===== src/rtl/lsu_mem_stage_pkg.sv =====
// Shared encodings for the memory-stage load/store unit: funct3 access codes,
// FSM state type and the alignment / byte-enable helpers used by the top level.
package lsu_mem_stage_pkg;

  localparam logic [2:0] LSU_B  = 3'b000;
  localparam logic [2:0] LSU_H  = 3'b001;
  localparam logic [2:0] LSU_W  = 3'b010;
  localparam logic [2:0] LSU_BU = 3'b100;
  localparam logic [2:0] LSU_HU = 3'b101;

  typedef enum logic [1:0] {
    IDLE     = 2'd0,
    WAIT_GNT = 2'd1,
    WAIT_RSP = 2'd2
  } lsuState_t;

  // Misaligned halfword/word, reserved funct3, or unsigned-size store.
  function automatic logic accessIllegal(input logic [2:0] funct3,
                                         input logic [1:0] addrLo,
                                         input logic       isWrite);
    logic bad;
    bad = 1'b0;
    case (funct3)
      LSU_B:   bad = 1'b0;
      LSU_H:   bad = addrLo[0];
      LSU_W:   bad = (addrLo != 2'b00);
      LSU_BU:  bad = isWrite;
      LSU_HU:  bad = isWrite | addrLo[0];
      default: bad = 1'b1;
    endcase
    return bad;
  endfunction

  function automatic logic [3:0] byteEnable(input logic [2:0] funct3,
                                            input logic [1:0] addrLo);
    logic [3:0] be;
    case (funct3[1:0])
      2'b00:   be = 4'b0001 << addrLo;
      2'b01:   be = 4'b0011 << addrLo;
      default: be = 4'b1111;
    endcase
    return be;
  endfunction

endpackage


===== src/rtl/lsu_load_ext.sv =====
// Load-data alignment: picks the addressed byte/halfword lane from the bus word
// and sign- or zero-extends it according to funct3.
module lsu_load_ext
  import lsu_mem_stage_pkg::*;
(
  input  logic [31:0] rdata,
  input  logic [1:0]  addrLo,
  input  logic [2:0]  funct3,
  output logic [31:0] loadData
);

  logic [7:0]  laneByte;
  logic [15:0] laneHalf;

  always_comb begin
    laneByte = rdata[{addrLo, 3'b000} +: 8];
    laneHalf = addrLo[1] ? rdata[31:16] : rdata[15:0];
    case (funct3)
      LSU_B:   loadData = {{24{laneByte[7]}}, laneByte};
      LSU_H:   loadData = {{16{laneHalf[15]}}, laneHalf};
      LSU_W:   loadData = rdata;
      LSU_BU:  loadData = {24'd0, laneByte};
      LSU_HU:  loadData = {16'd0, laneHalf};
      default: loadData = 32'd0;
    endcase
  end

endmodule


===== src/rtl/lsu_mem_stage.sv =====
// Memory-stage load/store unit: turns M-stage load/store strobes into a single
// outstanding req/gnt/rvalid bus access and stalls the pipeline until it ends.
module lsu_mem_stage
  import lsu_mem_stage_pkg::*;
#(
  parameter int unsigned TIMEOUT_CYCLES = 255
) (
  input  logic        clk,
  input  logic        reset,
  input  logic        MemWriteM,
  input  logic        MemReadM,
  input  logic [2:0]  funct3M,
  input  logic [31:0] Mem_WrAddr,
  input  logic [31:0] Mem_WrData,
  output logic [31:0] ReadData,
  output logic        StallM,
  output logic        misalign_o,
  output logic        timeout_o,
  output logic        bus_req,
  output logic        bus_we,
  output logic [31:0] bus_addr,
  output logic [3:0]  bus_be,
  output logic [31:0] bus_wdata,
  input  logic        bus_gnt,
  input  logic        bus_rvalid,
  input  logic [31:0] bus_rdata,
  output logic [1:0]  lsuState
);

  localparam int unsigned CNT_W = (TIMEOUT_CYCLES < 2) ? 1 : $clog2(TIMEOUT_CYCLES + 1);
  localparam logic [CNT_W-1:0] CNT_LIMIT = CNT_W'(TIMEOUT_CYCLES);

  lsuState_t        state, stateNext;
  logic [CNT_W-1:0] waitCnt, waitCntNext;
  logic             access, isWrite, illegal, timeoutHit;
  logic [31:0]      loadData, storeData;

  assign access   = MemReadM | MemWriteM;
  assign isWrite  = MemWriteM;
  assign illegal  = accessIllegal(funct3M, Mem_WrAddr[1:0], isWrite);
  assign lsuState = state;

  // waitCnt holds the number of cycles spent waiting, including the current one.
  assign timeoutHit = (TIMEOUT_CYCLES != 0) && (waitCnt == CNT_LIMIT);

  lsu_load_ext uLoadExt (
    .rdata   (bus_rdata),
    .addrLo  (Mem_WrAddr[1:0]),
    .funct3  (funct3M),
    .loadData(loadData)
  );

  always_comb begin
    case (funct3M[1:0])
      2'b00:   storeData = {4{Mem_WrData[7:0]}};
      2'b01:   storeData = {2{Mem_WrData[15:0]}};
      default: storeData = Mem_WrData;
    endcase
  end

  always_ff @(posedge clk or posedge reset) begin
    if (reset) begin
      state   <= IDLE;
      waitCnt <= '0;
    end else begin
      state   <= stateNext;
      waitCnt <= waitCntNext;
    end
  end

  // Outputs are forced low while reset is high so an aborted access releases
  // the bus and the pipeline without waiting for a clock edge.
  always_comb begin
    stateNext  = state;
    bus_req    = 1'b0;
    StallM     = 1'b0;
    misalign_o = 1'b0;
    timeout_o  = 1'b0;
    ReadData   = 32'd0;
    if (!reset) begin
      case (state)
        IDLE: begin
          if (access) begin
            if (illegal) begin
              misalign_o = 1'b1;
            end else begin
              bus_req = 1'b1;
              if (bus_gnt && !isWrite) begin
                stateNext = WAIT_RSP;
                StallM    = 1'b1;
              end else if (!bus_gnt) begin
                stateNext = WAIT_GNT;
                StallM    = 1'b1;
              end
            end
          end
        end
        WAIT_GNT: begin
          if (bus_gnt && isWrite) begin
            bus_req   = 1'b1;
            stateNext = IDLE;
          end else if (timeoutHit) begin
            timeout_o = 1'b1;
            stateNext = IDLE;
          end else begin
            bus_req = 1'b1;
            StallM  = 1'b1;
            if (bus_gnt) stateNext = WAIT_RSP;
          end
        end
        WAIT_RSP: begin
          if (bus_rvalid) begin
            ReadData  = loadData;
            stateNext = IDLE;
          end else if (timeoutHit) begin
            timeout_o = 1'b1;
            stateNext = IDLE;
          end else begin
            StallM = 1'b1;
          end
        end
        default: stateNext = IDLE;
      endcase
    end
  end

  always_comb begin
    if (stateNext == IDLE || TIMEOUT_CYCLES == 0) waitCntNext = '0;
    else                                          waitCntNext = waitCnt + CNT_W'(1);
  end

  assign bus_we    = bus_req & isWrite;
  assign bus_addr  = bus_req ? {Mem_WrAddr[31:2], 2'b00} : 32'd0;
  assign bus_be    = bus_req ? byteEnable(funct3M, Mem_WrAddr[1:0]) : 4'd0;
  assign bus_wdata = (bus_req && isWrite) ? storeData : 32'd0;

endmodule


===== config.mk =====
export PLATFORM = sky130hd
export DESIGN_NAME = lsu_mem_stage
export DESIGN_NICKNAME = d
export VERILOG_FILES = /design/src/rtl/lsu_mem_stage_pkg.sv /design/src/rtl/lsu_load_ext.sv /design/src/rtl/lsu_mem_stage.sv
export SDC_FILE = /design/constraint.sdc
export NUM_CORES = 1
export LEC_CHECK = 0
export CAP_MARGIN = 20
export CORE_MARGIN = 8
export CORE_UTILIZATION = 28
export CTS_BUF_LIST = sky130_fd_sc_hd__clkbuf_16
export CTS_CLUSTER_DIAMETER = 50
export DETAILED_ROUTE_END_ITERATION = 8
export PLACE_DENSITY = 0.75
export SYNTH_ARGS = -nofsm -noshare
export SYNTH_HDL_FRONTEND = slang
export SYNTH_SLANG_ARGS = --single-unit

===== constraint.sdc =====
create_clock -name clk -period 2.4 [get_ports clk]
set_input_delay 0.6 -clock clk [delete_from_list [all_inputs] [get_ports clk]]
set_output_delay 0.6 -clock clk [all_outputs]
set_load 0.05 [all_outputs]

==> metrics, run 1 <==
Max VDD drop 0.809 mV; H-Tree Depth 1; LEAKAGE 0.00294 uW; Slew Viols, Final 0; Critical Path Sink Type primary output; filler cell count 193; ys flop type dfrtp_1; Register Area 255 um^2; remaining antenna violation count 0; CP max stage delay 460 ps; Worst EP arrival 2330 ps; post-synth top area cell dfrtp_1; setup violators final 106; Worst path slowest cell nor4_4; Sink Count 10; Post-synth top cells nor2_1 (49), a21oi_1 (46), and2_1 (38), nand2_1 (38), mux2i_1 (16); slew of the pin with the lowest slew margin 563 ps; Max Clock Skew 6.97 ps; post-layout min period 2930 ps; most frequent CP cell buf_12; number of global-route vias before repair 4,664; synthesized area 2260 um^2; CP Class input port to primary output; peak fanout along the critical path 6; clock latency on the worst-skew pair 250 ps; Site Rows 32; Vias/cell 6.63; crit-path cells buf_12 -> nor4_4 -> o221ai_4 -> nand2_2 -> nand3_4 -> clkinvlp_4 -> and2_4 -> buf_12; Hold Path Depth 2; layer carrying the most global-route usage met2; cell with the most instances after synthesis nor2_1; dpl ws -815 ps; R2R cell count 8; met1 Resource Use GR 37.4%; top cells by area, synth dfrtp_1 (11%), and2_1 (11%), a21oi_1 (10%); Layout area overhead 226%; Mapped Cells 324; die height 106 um; Min-Delay Endpoint waitCnt[0]$_DFF_PP0_; drt first pass iters 9; Yosys top cell area share 11.1%; PnR worst setup slack -530 ps; clock root buffer clkbuf_16; drt drc 0; total track usage 35.3%; antenna violations before repair 2; Fmax achieved 341 MHz; P per Cell Area 478 nW/um^2; largest net degree at the start of global routing 30; WL per Instance 35.1 um; via count 4,821; cts bufs inserted 3; Port-buffer cells 209; starting DRC count in detailed routing 610; placed cell count 683; Hold WC Path Type flip-flop to flip-flop; number of flops mapped to enable cells by yosys 0; Nets 733; Avg Inst Size Synth 6.97 um^2; GP Congestion 0.927; Ys Warns 0; Detail Placement HPWL 13,300 um; RSZ-0062 raised after global routing true; Clock Path Buffers 2; Initial Util 29.1%; status finished, violations left; Die X-Extent 106 um; #FFs+latches synth 10; grt ovf 0; violated checks setup timing; CP Data Required Time 1800 ps; die area 11,200 um^2; met3 usage 8.10%; Min-Delay Startpoint waitCnt[0]$_DFF_PP0_; Startpoint Class input port; crit share post-route 122%; Final Hold Viols 0; maxcap violations 0; core area 7770 um^2; io pins 212; Reg2Reg Setup Slack -40 ps; DRT Wirelength 25,500 um; synth unique cells 53; headroom to the max-slew limit 62.5%; Multi-input gate area 2660 um^2; fraction of layout cells with a size suffix above 1 60.9%; fin cells 727; Async SR Flop Fraction 100%; CTS tree done; RR Startpoint lsuState[0]$_DFF_PP0_; Worst-path clk slew 50 ps; met2 Track Usage GR 63.1%; sequential area share after synthesis 11.1%; first-pass GRT wire length 30,600 um; Critical Path Source Mem_WrAddr[1]; RR Endpoint waitCnt[7]$_DFF_PP0_
-- stage by stage --
stage	total power (uW)	area (um^2)	utilization (%)	hold WS, ps	TNS (ps)
5_1_grt	3580	7370	94.8	593	-44580
6_report	3520	7370	94.8	594	-40820
3_5_place_dp	2770	6660	85.7	543	-73820
4_1_cts	3220	7170	92.3	554	-26380
2_1_floorplan	1580	3080	-	457	-17160
3_3_place_gp	2700	6660	85.7	532	-66000
-- worst max path at each step --
stage | to | slack, ps
after floorplan | ReadData[10] | -270
after global routing | ReadData[19] | -560
after global placement | ReadData[11] | -690
after CTS | bus_wdata[14] | -380
after detailed placement | ReadData[11] | -820
final | bus_wdata[3] | -530
-- area by class of cell --
class | count | area share (%)
multi-input combinational | 280 | 36.1
sequential | 10 | 3.47
inverter | 6 | 0.408
timing repair buffer | 321 | 57.1
antenna | 3 | 0.102
timing repair inverter | 1 | 0.102
clock buffer | 3 | 1.02
tap | 102 | 1.73
clock inverter | 1 | 0.0510
-- report_power, final --
group,internal [uW],switching [uW],leakage (uW),total (uW)
Clock,220,98.0,0.0000386,318
Combinational,1350,1630,0.00277,2980
Sequential,196,27.3,0.000130,224
Total,1770,1750,0.00294,3520
-- logic make-up (layout without fill, tap and decap cells) --
| group | after synthesis | after routing | synth area share (%) |
|---|---|---|---|
| xor gates and xnor gates | 6 | 6 | 2.33 |
| and+or+nand+nor | 156 | 156 | 35.2 |
| AOI/OAI and AO/OA | 85 | 86 | 24.2 |
| muxes | 25 | 25 | 15.6 |
| other | 1 | 5 | 0.166 |
| buffers and inverters | 36 | 332 | 8.75 |
| DFF | 10 | 10 | 11.1 |
| adders and majority gates | 5 | 5 | 2.77 |
-- cells in the final DEF, fill, tap and decap left out, drive strengths merged, types with 5 or more instances in the layout --
cell / synthesis / routed
a222oi: 7 / 7
ha: 5 / 5
and2: 38 / 38
nor2: 50 / 50
dlygate4sd2: 0 / 28
mux4: 8 / 8
a21oi: 48 / 48
o21a: 5 / 5
buf: 19 / 219
clkbuf: 11 / 9
nand3: 7 / 7
nand2: 38 / 38
clkdlybuf4s50: 0 / 64
a22oi: 8 / 8
dfrtp: 10 / 10
mux2i: 16 / 16
-- per-layer routing --
metal	routed length [um]	share of wire [%]	up-vias
met5	0	0	-
met4	2360	9.2	0
met3	3060	12	228
met2	12200	48	620
met1	7920	31	2221
li1	-	-	1752
-- sequential cells by signal, summed over array words and instances (netlist names) --
| signal | cells |
|---|---|
| waitCnt | 8 |
| lsuState | 2 |
-- worst max-delay path: cells and delay by family --
kind / cells / cell delay [ps]
simple gates: 4 / 1000
compound gates: 1 / 210
buf+inv: 3 / 500
-- timing repair --
item,in CTS,in global routing
hold buffers,0,0
pin swaps,39,32
endpoints found under the setup margin,111,107
buffers inserted,23,14
cloned,5,1
resized for setup,110,50
Power figures use the tool's default switching activity.
==> inputs of run 2 (changes only) <==
--- a/config.mk
+++ b/config.mk
@@ -6,12 +6,15 @@
 export NUM_CORES = 1
 export LEC_CHECK = 0
 export CAP_MARGIN = 20
+export CORE_ASPECT_RATIO = 0.75
 export CORE_MARGIN = 8
-export CORE_UTILIZATION = 28
+export CORE_UTILIZATION = 30
 export CTS_BUF_LIST = sky130_fd_sc_hd__clkbuf_16
 export CTS_CLUSTER_DIAMETER = 50
 export DETAILED_ROUTE_END_ITERATION = 8
 export PLACE_DENSITY = 0.75
+export SKIP_LAST_GASP = 1
 export SYNTH_ARGS = -nofsm -noshare
 export SYNTH_HDL_FRONTEND = slang
+export SYNTH_HIERARCHICAL = 1
 export SYNTH_SLANG_ARGS = --single-unit
==> run 2 against run 1 <==
Effect of this change: the flow still finishes with violations (setup timing); combinational power shrank 50%; worst setup slack better by 220 ps; via count decreased by 9.0%; critical path type unchanged; critical endpoint is now ReadData[22]; largest power group unchanged.
==> metrics, run 2 <==
Fmax achieved 369 MHz; # hold bufs at CTS 0; PnR worst setup slack -309 ps; Mapped Cells 363; antenna violations before repair 1; Avg Inst Size Synth 7.08 um^2; Largest register FFs 8; Worst-path clk slew 40 ps; Vias/cell 5.86; synthesized area 2570 um^2; Async SR Flop Fraction 100%; clock root buffer clkbuf_16; status finished, violations left; post-synth top area cell and2_1; Critical Path Sink Type primary output; Worst path slowest cell o211ai_1; top cells by area, synth and2_1 (11%), dfrtp_1 (9.7%), mux2i_1 (9.3%); worst hold margin 533 ps; WL per Instance 24.5 um; post-layout min period 2710 ps; largest reg by FF count waitCnt; setup violators final 101; Crit path buffers/inverters 6; RSZ-0062 raised after global routing true; CTS tree done; Int Pwr 1140 uW; most common cell after layout, fill and taps aside buf_12; DRT Wirelength 18,400 um; Switching Power 836 uW; CP delay by family, top buffers and inverters; Detail Placement HPWL 11,000 um; slew of the pin with the lowest slew margin 527 ps; Max Clock Skew 6.05 ps; number of global-route vias before repair 4,403; Layout area overhead 185%; CP Class input port to primary output; maxcap violations 0; GP Congestion 0.888; Post-synth top cells and2_1 (44), nor2_1 (40), and3_1 (33); Nets 750; first-pass GRT wire length 24,400 um; switching share of power 42.3%; drt drc 0; #FFs+latches synth 10; R2R cell count 8; clock latency on the worst-skew pair 240 ps; CP max stage delay 220 ps; remaining antenna violation count 0; crit-path cells buf_8 -> buf_6 -> nor2_2 -> a22oi_4 -> buf_6 -> buf_12 -> buf_12 -> o211ai_1 -> and2_4 -> buf_8; Startpoint Class input port; largest net degree at the start of global routing 33; Initial Util 30.7%; Hold Path Depth 2; Clock Path Buffers 2; via count 4,388; fin cells 749; number of flops mapped to enable cells by yosys 0; most frequent cells in the layout buf_12 (80), clkdlybuf4s50_1 (72), buf_4 (64), and2_4 (38), buf_8 (33); placed cell count 712; peak fanout along the critical path 6; total track usage 26.3%; Clk network pwr share 14.8%; Die X-Extent 123 um; core area 8380 um^2; fraction of layout cells with a size suffix above 1 57.7%; Site Rows 29; filler cell count 362; P per Cell Area 270 nW/um^2; sequential area share after synthesis 9.74%; Ys Warns 6; Max VDD drop 0.198 mV; Sink Count 10; Hold WC Path Type flip-flop to flip-flop; drt first pass iters 7; Slew Viols, Final 0; LEAKAGE 0.00308 uW; starting DRC count in detailed routing 391; cell with the most instances after synthesis and2_1; Port-buffer cells 209; grt ovf 0; Comb power frac 76.1%; CP Data Required Time 1800 ps; die area 11,800 um^2; Worst EP arrival 2110 ps; Reg power frac 9.1%; crit share post-route 113%; ys flop type dfrtp_1; die height 96.2 um; io pins 212; headroom to the max-slew limit 64.8%; synth unique cells 53; violated checks setup timing; Core Util, Final 87.5%; cts bufs inserted 3; H-Tree Depth 1; Yosys top cell area share 10.7%; Final Hold Viols 0; Worst path depth 10
[run 2: cells by family after synthesis]
| kind of cell | share of synthesized area [%] |
|---|---|
| muxes | 12.9 |
| xor gates and xnor gates | 2.04 |
| adders and majority gates | 2.43 |
| other | 0.146 |
| and+or+nand+nor | 38.9 |
| AOI/OAI and AO/OA | 26.2 |
| DFF | 9.74 |
| buffers and inverters | 7.74 |
[run 2: power by group through the flow]
stage / registers, uW / logic, uW / clock network [uW]
after floorplan: 193 / 608 / 0
after global placement: 182 / 1220 / 0
after global routing: 181 / 1560 / 310
after detailed placement: 183 / 1240 / 0
after CTS: 180 / 1400 / 295
final: 180 / 1500 / 292
[run 2: metrics by stage]
| stage | cell area, um^2 | setup TNS [ps] | power [uW] | worst slack [ps] |
|---|---|---|---|---|
| after floorplan | 3000 | -9210 | 801 | -183 |
| after global placement | 6190 | -62950 | 1400 | -690 |
| after detailed placement | 6190 | -69020 | 1420 | -750 |
| after CTS | 7050 | -18250 | 1880 | -257 |
| after global routing | 7330 | -25010 | 2050 | -338 |
| final | 7330 | -22360 | 1980 | -309 |
[run 2: final cells by class]
cell class                 count  area (um^2)  share of cell area (%)
tap                          108          135                    1.84
clock inverter                 1         3.75                  0.0512
sequential                    10          253                    3.45
timing repair buffer         302         3880                    52.9
clock buffer                   3         75.1                    1.02
inverter                       7         35.0                   0.478
multi-input combinational    316         2950                    40.2
antenna                        2         5.00                  0.0683
[run 2: final timing paths]
check	start	endpoint	slack, ps
min in group asynchronous	reset	lsuState[1]$_DFF_PP0_	740
worst min register to register	waitCnt[7]$_DFF_PP0_	waitCnt[7]$_DFF_PP0_	530
worst max register to register	lsuState[0]$_DFF_PP0_	waitCnt[2]$_DFF_PP0_	210
max in group asynchronous	reset	lsuState[0]$_DFF_PP0_	1500
worst min-delay path	waitCnt[7]$_DFF_PP0_	waitCnt[7]$_DFF_PP0_	530
worst max-delay path	Mem_WrAddr[1]	ReadData[22]	-310
[run 2: repair_timing]
action,in CTS,in global routing
resized for setup,210,66
cloned,7,0
pin swaps,23,29
setup endpoints to repair,111,102
buffers inserted,15,12
[run 2: tightest hold or removal path, delay by kind of cell (launching register included)]
family        cells  cell delay, ps
xor+xnor          1              70
flops             1             350
simple gates      1              70
[run 2: routing by layer]
layer,GRT usage [%],up-vias,share of wire (%)
li1,-,1877,-
met2,48.8,370,49
met4,11.9,0,5.0
met5,0,-,0
met1,27.1,2043,34
met3,7.97,98,12
